File: src/rtl/mips_pkg.sv
// Shared definitions for the MIPS front end: fetch FSM states and PC constants.
package mips_pkg;

  typedef enum logic [1:0] {
    IDLE,
    FETCH,
    HOLD,
    DRAIN
  } fetch_state_t;

  localparam logic [31:0] PC_STEP          = 32'd4;
  localparam logic [31:0] DEFAULT_RESET_PC = 32'h0000_0000;

endpackage

File: src/rtl/fetch_unit_next_pc_calc.sv
// Combinational next-PC arithmetic: sequential PC+4 and branch/jump redirect target.
module next_pc_calc
  import mips_pkg::*;
(
  input  logic [31:0] i_pc,
  input  logic [31:0] i_brPcPlus4,
  input  logic [31:0] i_immExt,
  input  logic [25:0] i_jumpIndex,
  input  logic        i_branchTaken,
  input  logic        i_jump,
  output logic [31:0] o_pcPlus4,
  output logic        o_redirect,
  output logic [31:0] o_target
);

  logic [31:0] w_brOffset;
  logic [31:0] w_branchTarget;
  logic [31:0] w_jumpTarget;

  // Shifting the whole immediate left by two drops bits 31:30, matching the word offset.
  assign w_brOffset     = i_immExt << 2;
  assign w_branchTarget = i_brPcPlus4 + w_brOffset;
  assign w_jumpTarget   = {i_brPcPlus4[31:28], i_jumpIndex, 2'b00};

  assign o_pcPlus4  = i_pc + PC_STEP;
  assign o_redirect = i_jump | i_branchTaken;
  assign o_target   = i_jump ? w_jumpTarget : w_branchTarget;

endmodule

File: src/rtl/fetch_unit.sv
// Instruction fetch stage: owns the PC, fetches over a req/ready handshake and
// holds each fetched word for decode, applying branch/jump redirects.
module fetch_unit
  import mips_pkg::*;
#(
  parameter logic [31:0] RESET_PC = DEFAULT_RESET_PC
) (
  input  logic        clk,
  input  logic        rst,
  output logic        imem_req,
  output logic [31:0] imem_addr,
  input  logic        imem_ready,
  input  logic [31:0] imem_rdata,
  output logic        if_valid,
  output logic [31:0] if_instr,
  output logic [31:0] if_pc_plus4,
  input  logic        id_ready,
  input  logic        branch_taken,
  input  logic        jump,
  input  logic [31:0] br_pc_plus4,
  input  logic [31:0] imm_ext,
  input  logic [25:0] jump_index,
  output logic [31:0] pc
);

  fetch_state_t r_state;
  logic [31:0]  r_pc;
  logic [31:0]  r_addr;
  logic         r_req;
  logic         r_valid;
  logic [31:0]  r_instr;
  logic [31:0]  r_pcPlus4;

  logic [31:0]  w_pcPlus4;
  logic         w_redirect;
  logic [31:0]  w_target;

  next_pc_calc u_nextPc (
    .i_pc          (r_pc),
    .i_brPcPlus4   (br_pc_plus4),
    .i_immExt      (imm_ext),
    .i_jumpIndex   (jump_index),
    .i_branchTaken (branch_taken),
    .i_jump        (jump),
    .o_pcPlus4     (w_pcPlus4),
    .o_redirect    (w_redirect),
    .o_target      (w_target)
  );

  // r_addr mirrors r_pc everywhere except DRAIN, where it freezes the in-flight address.
  always_ff @(posedge clk) begin
    if (rst) begin
      r_state   <= IDLE;
      r_pc      <= RESET_PC;
      r_addr    <= RESET_PC;
      r_req     <= 1'b0;
      r_valid   <= 1'b0;
      r_instr   <= '0;
      r_pcPlus4 <= '0;
    end else begin
      case (r_state)
        IDLE: begin
          r_state <= FETCH;
          r_req   <= 1'b1;
          if (w_redirect) begin
            r_pc   <= w_target;
            r_addr <= w_target;
          end
        end
        FETCH: begin
          if (w_redirect) begin
            r_pc <= w_target;
            if (imem_ready) r_addr  <= w_target;
            else            r_state <= DRAIN;
          end else if (imem_ready) begin
            r_instr   <= imem_rdata;
            r_pcPlus4 <= w_pcPlus4;
            r_valid   <= 1'b1;
            r_pc      <= w_pcPlus4;
            r_addr    <= w_pcPlus4;
            r_req     <= 1'b0;
            r_state   <= HOLD;
          end
        end
        DRAIN: begin
          if (w_redirect) r_pc <= w_target;
          if (imem_ready) begin
            r_state <= FETCH;
            r_addr  <= w_redirect ? w_target : r_pc;
          end
        end
        HOLD: begin
          // A redirect flushes the held instruction whether or not decode takes it.
          if (w_redirect || id_ready) begin
            r_valid <= 1'b0;
            r_req   <= 1'b1;
            r_state <= FETCH;
            if (w_redirect) begin
              r_pc   <= w_target;
              r_addr <= w_target;
            end
          end
        end
        default: r_state <= IDLE;
      endcase
    end
  end

  assign imem_req    = r_req;
  assign imem_addr   = r_addr;
  assign if_valid    = r_valid;
  assign if_instr    = r_instr;
  assign if_pc_plus4 = r_pcPlus4;
  assign pc          = r_pc;

endmodule

File: config.mk
export PLATFORM = sky130hd
export DESIGN_NAME = fetch_unit
export DESIGN_NICKNAME = d
export VERILOG_FILES = /design/src/rtl/mips_pkg.sv /design/src/rtl/fetch_unit_next_pc_calc.sv /design/src/rtl/fetch_unit.sv
export SDC_FILE = /design/constraint.sdc
export NUM_CORES = 1
export LEC_CHECK = 0
export ABC_CLOCK_PERIOD_IN_PS = 3000
export CAP_MARGIN = 20
export CORE_MARGIN = 2
export CORE_UTILIZATION = 43
export DETAILED_ROUTE_END_ITERATION = 10
export PLACE_DENSITY = 0.83
export SLEW_MARGIN = 20
export SYNTH_ARGS = -nofsm -noshare
export SYNTH_HDL_FRONTEND = slang
export SYNTH_HIERARCHICAL = 1
export SYNTH_SLANG_ARGS = --single-unit
File: constraint.sdc
create_clock -name clk -period 3 [get_ports clk]
set_input_delay 0.6 -clock clk [delete_from_list [all_inputs] [get_ports clk]]
set_output_delay 0.6 -clock clk [all_outputs]
set_load 0.01 [all_outputs]
==> run metrics <==
post-layout utilization of the core=about two thirds; post-synthesis register bit count=between 100 and 150; vias in the first global route=between 8000 and 9000; area fraction of the dominant cell type after synthesis=about a third; library cell appearing most often on the critical path=sky130_fd_sc_hd__nand2_1; critical path startpoint=imm_ext[9]; antenna cells=0; slew at the pin with the worst max-slew slack=between 700 and 800 ps; launching element type of the critical path=primary input; Gate Count Post-Synth=roughly 1100; Starting Density=43.4%; maximum number of pins on one net before global-route repair=approximately 70; count of standard-cell rows=51; critical path data required time=around 3300 ps; leak pwr=4.99 nW; Clock Root Buffer=sky130_fd_sc_hd__clkbuf_16; Core Box Area=around 19000 um^2; clk sink count=around 130; standard cell with the maximum stage delay on the critical path=sky130_fd_sc_hd__or4_4; highest attainable clock frequency=between 300 and 400 MHz; number of enable flip-flop cells after synthesis=0; Critical Path Fanout Max=3; Final Hold Fails=0; total gr overflow=0; length of the first detailed-routing pass in iterations=5; post-route standard cell area excluding fillers=roughly 13000 um^2; Pwr per Cell Area=roughly 460 nW/um^2; antenna violations before repair=0; total nets after synthesis=between 1000 and 1500; grt met3 use=between 4 and 5%; DIE AREA=between 20000 and 25000 um^2; # nets final=1567; time the final worst path needs with I/O delays and setup=between 2000 and 3000 ps; most used flip-flop cell after synthesis=sky130_fd_sc_hd__dfxtp_1; clock latency at the later pin of the worst-skew pair=approximately 420 ps; number of placed instances, taps included=1635; final setup skew=about 8.5 ps; share of the yosys chip area belonging to registers=between 30% and 40%; drt initial violations=600; Clock Pin Slew Worst Setup and Hold Paths=around 60 ps; number of buffers added by the clock tree synthesis step=17; hold path start=if_instr[1]; Post-Synthesis Cell Area=roughly 8400 um^2; post-route clock period utilization=between 90 and 100%; hold crit path type=reg2reg; ports placed on the boundary=258; Setup TNS Final=0 ps; most area-consuming cells after synthesis=sky130_fd_sc_hd__dfxtp_1 (31%), sky130_fd_sc_hd__nand2_1 (12%), sky130_fd_sc_hd__mux2i_1 (7.6%); count of vias placed by the detailed router=between 9000 and 10000; met2 Track Usage GR=~44%; Max Slew Vio Count=0; drt drc=0; max-slew headroom at the worst pin=50.7%; share of synthesized registers carrying an async set or reset=0%; maximum clock insertion buffer count=2; Global Route Usage Sum=approximately a quarter; count of buffers from port buffering=approximately 260; final setup violation count=0; global-route wire length before repair=~44 mm; deepest level of the CTS H-tree=4; share of final-layout standard cells stronger than drive strength 1=between 10% and 20%; routed length per instance=17.0 um; cell taking the most area after synthesis=sky130_fd_sc_hd__dfxtp_1; Yosys warning total=6; antenna-violating nets left=0; number of buffers and inverters on the critical path=1; Routed WL=~29 mm; max cap viols=0; CTS tree=yes; Placement Cell Area=~12000 um^2; # hold bufs at CTS=0; largest incremental delay on the critical path=between 500 and 600 ps; final instance count without filler cells=between 1500 and 2000; result of the run=completed; final worst hold slack=around 450 ps; die extent in y=144 um; average instance area after synthesis=7.67 um^2; count of different cell masters after synthesis=between 60 and 70; Worst setup EP type=flop; layer with the highest usage=met2; data arrival time of the critical path=roughly 3300 ps; synthesis-to-finish area growth=52.9%; startpoint of the worst register-to-register path=pc[4]; die outline width=between 100 and 150 um; Worst Setup Path Type=in2reg; Sequential cell area=roughly 2600 um^2; cell family contributing the most delay on the critical path=simple AND/OR/NAND/NOR gates; hpwl dp=between 20 and 25 mm; vias per cell=approximately 5.5; critical-path cell list=dlygate4sd2_1 -> ha_1 -> nand2_1 -> or4_4 -> a311o_1 -> a31oi_4 -> nor2b_4 -> nor4b_4 -> a211oi_4 -> nand2_1 -> o21ai_1 -> a22o_1; routability-driven placement congestion ratio=approximately 0.93; number of inserted filler cells in the final layout=roughly 1600; GRT met1 Usage=between 30% and 40%; area of the multi-input gates=around 5700 um^2; maximum vdd ir drop=between 0.0003 and 0.0004 V
## metal layers
metal  up-vias  part of all wire (%)
met5         -                     0
met4         0                   2.6
met3        53                   8.1
met2       416                    48
met1      4283                    42
li1       4498                     -
## synthesized netlist by cell type (all sizes together), types with 11 or more instances
library cell,number
nand2,276
dfxtp,132
a21oi,127
o21ai,66
mux2i,64
buf,48
clkbuf,36
nor2,33
o211ai,32
a22o,31
ha,30
xnor2,30
nand3,23
xor2,17
a21o,16
nor3,13
and3,11
nand4,11
## final timing paths
path | endpoint | slack, ps | depth (start not counted)
worst max-delay path | pc[25] | 40 | 12
worst min-delay path | if_instr[1] | 450 | 2
worst max register to register | imem_addr[30] | 280 | 11
worst min register to register | if_instr[1] | 450 | 2
## cells in the final DEF, fill, tap and decap left out, types with 31 or more instances in the layout
master,count
sky130_fd_sc_hd__a21oi_1,127
sky130_fd_sc_hd__a22o_1,31
sky130_fd_sc_hd__buf_4,120
sky130_fd_sc_hd__clkdlybuf4s50_1,219
sky130_fd_sc_hd__dfxtp_1,131
sky130_fd_sc_hd__mux2i_1,63
sky130_fd_sc_hd__nand2_1,275
sky130_fd_sc_hd__nor2_1,31
sky130_fd_sc_hd__o211ai_1,32
sky130_fd_sc_hd__o21ai_0,52
## sequential cells by signal (all words and copies together) (netlist names)
name,count
imem_req,1
r_state,2
pc,32
if_valid,1
if_pc_plus4,32
imem_addr,32
if_instr,32
## stage by stage
step / power, W / worst slack [ps]
after floorplan: 0.00283 / -4.24
after global placement: 0.00355 / -626
after detailed placement: 0.00358 / -714
after CTS: 0.00579 / 2.78
after global routing: 0.00609 / -19.7
final: 0.00585 / 44.1
## power breakdown
group	leakage [nW]	switching [W]	total, W	internal (W)
Clock	0.294	0.000790	0.00215	0.00136
Sequential	1.08	0.000123	0.00198	0.00186
Combinational	3.62	0.000831	0.00172	0.000890
Total	4.99	0.00174	0.00585	0.00411
## area by class of cell
class                      count  area share (%)
inverter                       6           0.175
sequential                   132            20.6
timing repair buffer         379            27.4
multi-input combinational    872            44.5
clock buffer                  21            3.59
clock inverter                11            1.17
tap                          265            2.58
## timing repair
item / in CTS / in global routing
buffers inserted: 17 / 2
endpoints found under the setup margin: 31 / 24
gates resized for setup: 63 / 40
pin swaps: 38 / 32
## worst reg2reg max path: stages (launching register included)
cell,delay (ps)
sky130_fd_sc_hd__dfxtp_1,480
sky130_fd_sc_hd__and3_1,220
sky130_fd_sc_hd__and2_1,200
sky130_fd_sc_hd__nand3_1,170
sky130_fd_sc_hd__nor2_1,280
sky130_fd_sc_hd__nand4_1,280
sky130_fd_sc_hd__nor2_1,200
sky130_fd_sc_hd__xor2_1,340
sky130_fd_sc_hd__mux2i_1,120
sky130_fd_sc_hd__nand2_1,100
sky130_fd_sc_hd__o211ai_1,90
sky130_fd_sc_hd__a21oi_1,170
## cell families after synthesis
kind of cell | count (synthesis) | synth area share [%]
and+or+nand+nor | 406 | 21.1
AOI/OAI and AO/OA | 321 | 24.2
DFF | 132 | 31.5
buffers and inverters | 90 | 5.59
muxes | 67 | 8.03
xor gates and xnor gates | 47 | 4.90
adders and majority gates | 31 | 4.71
No activity file was read; power rests on OpenSTA's default activity.
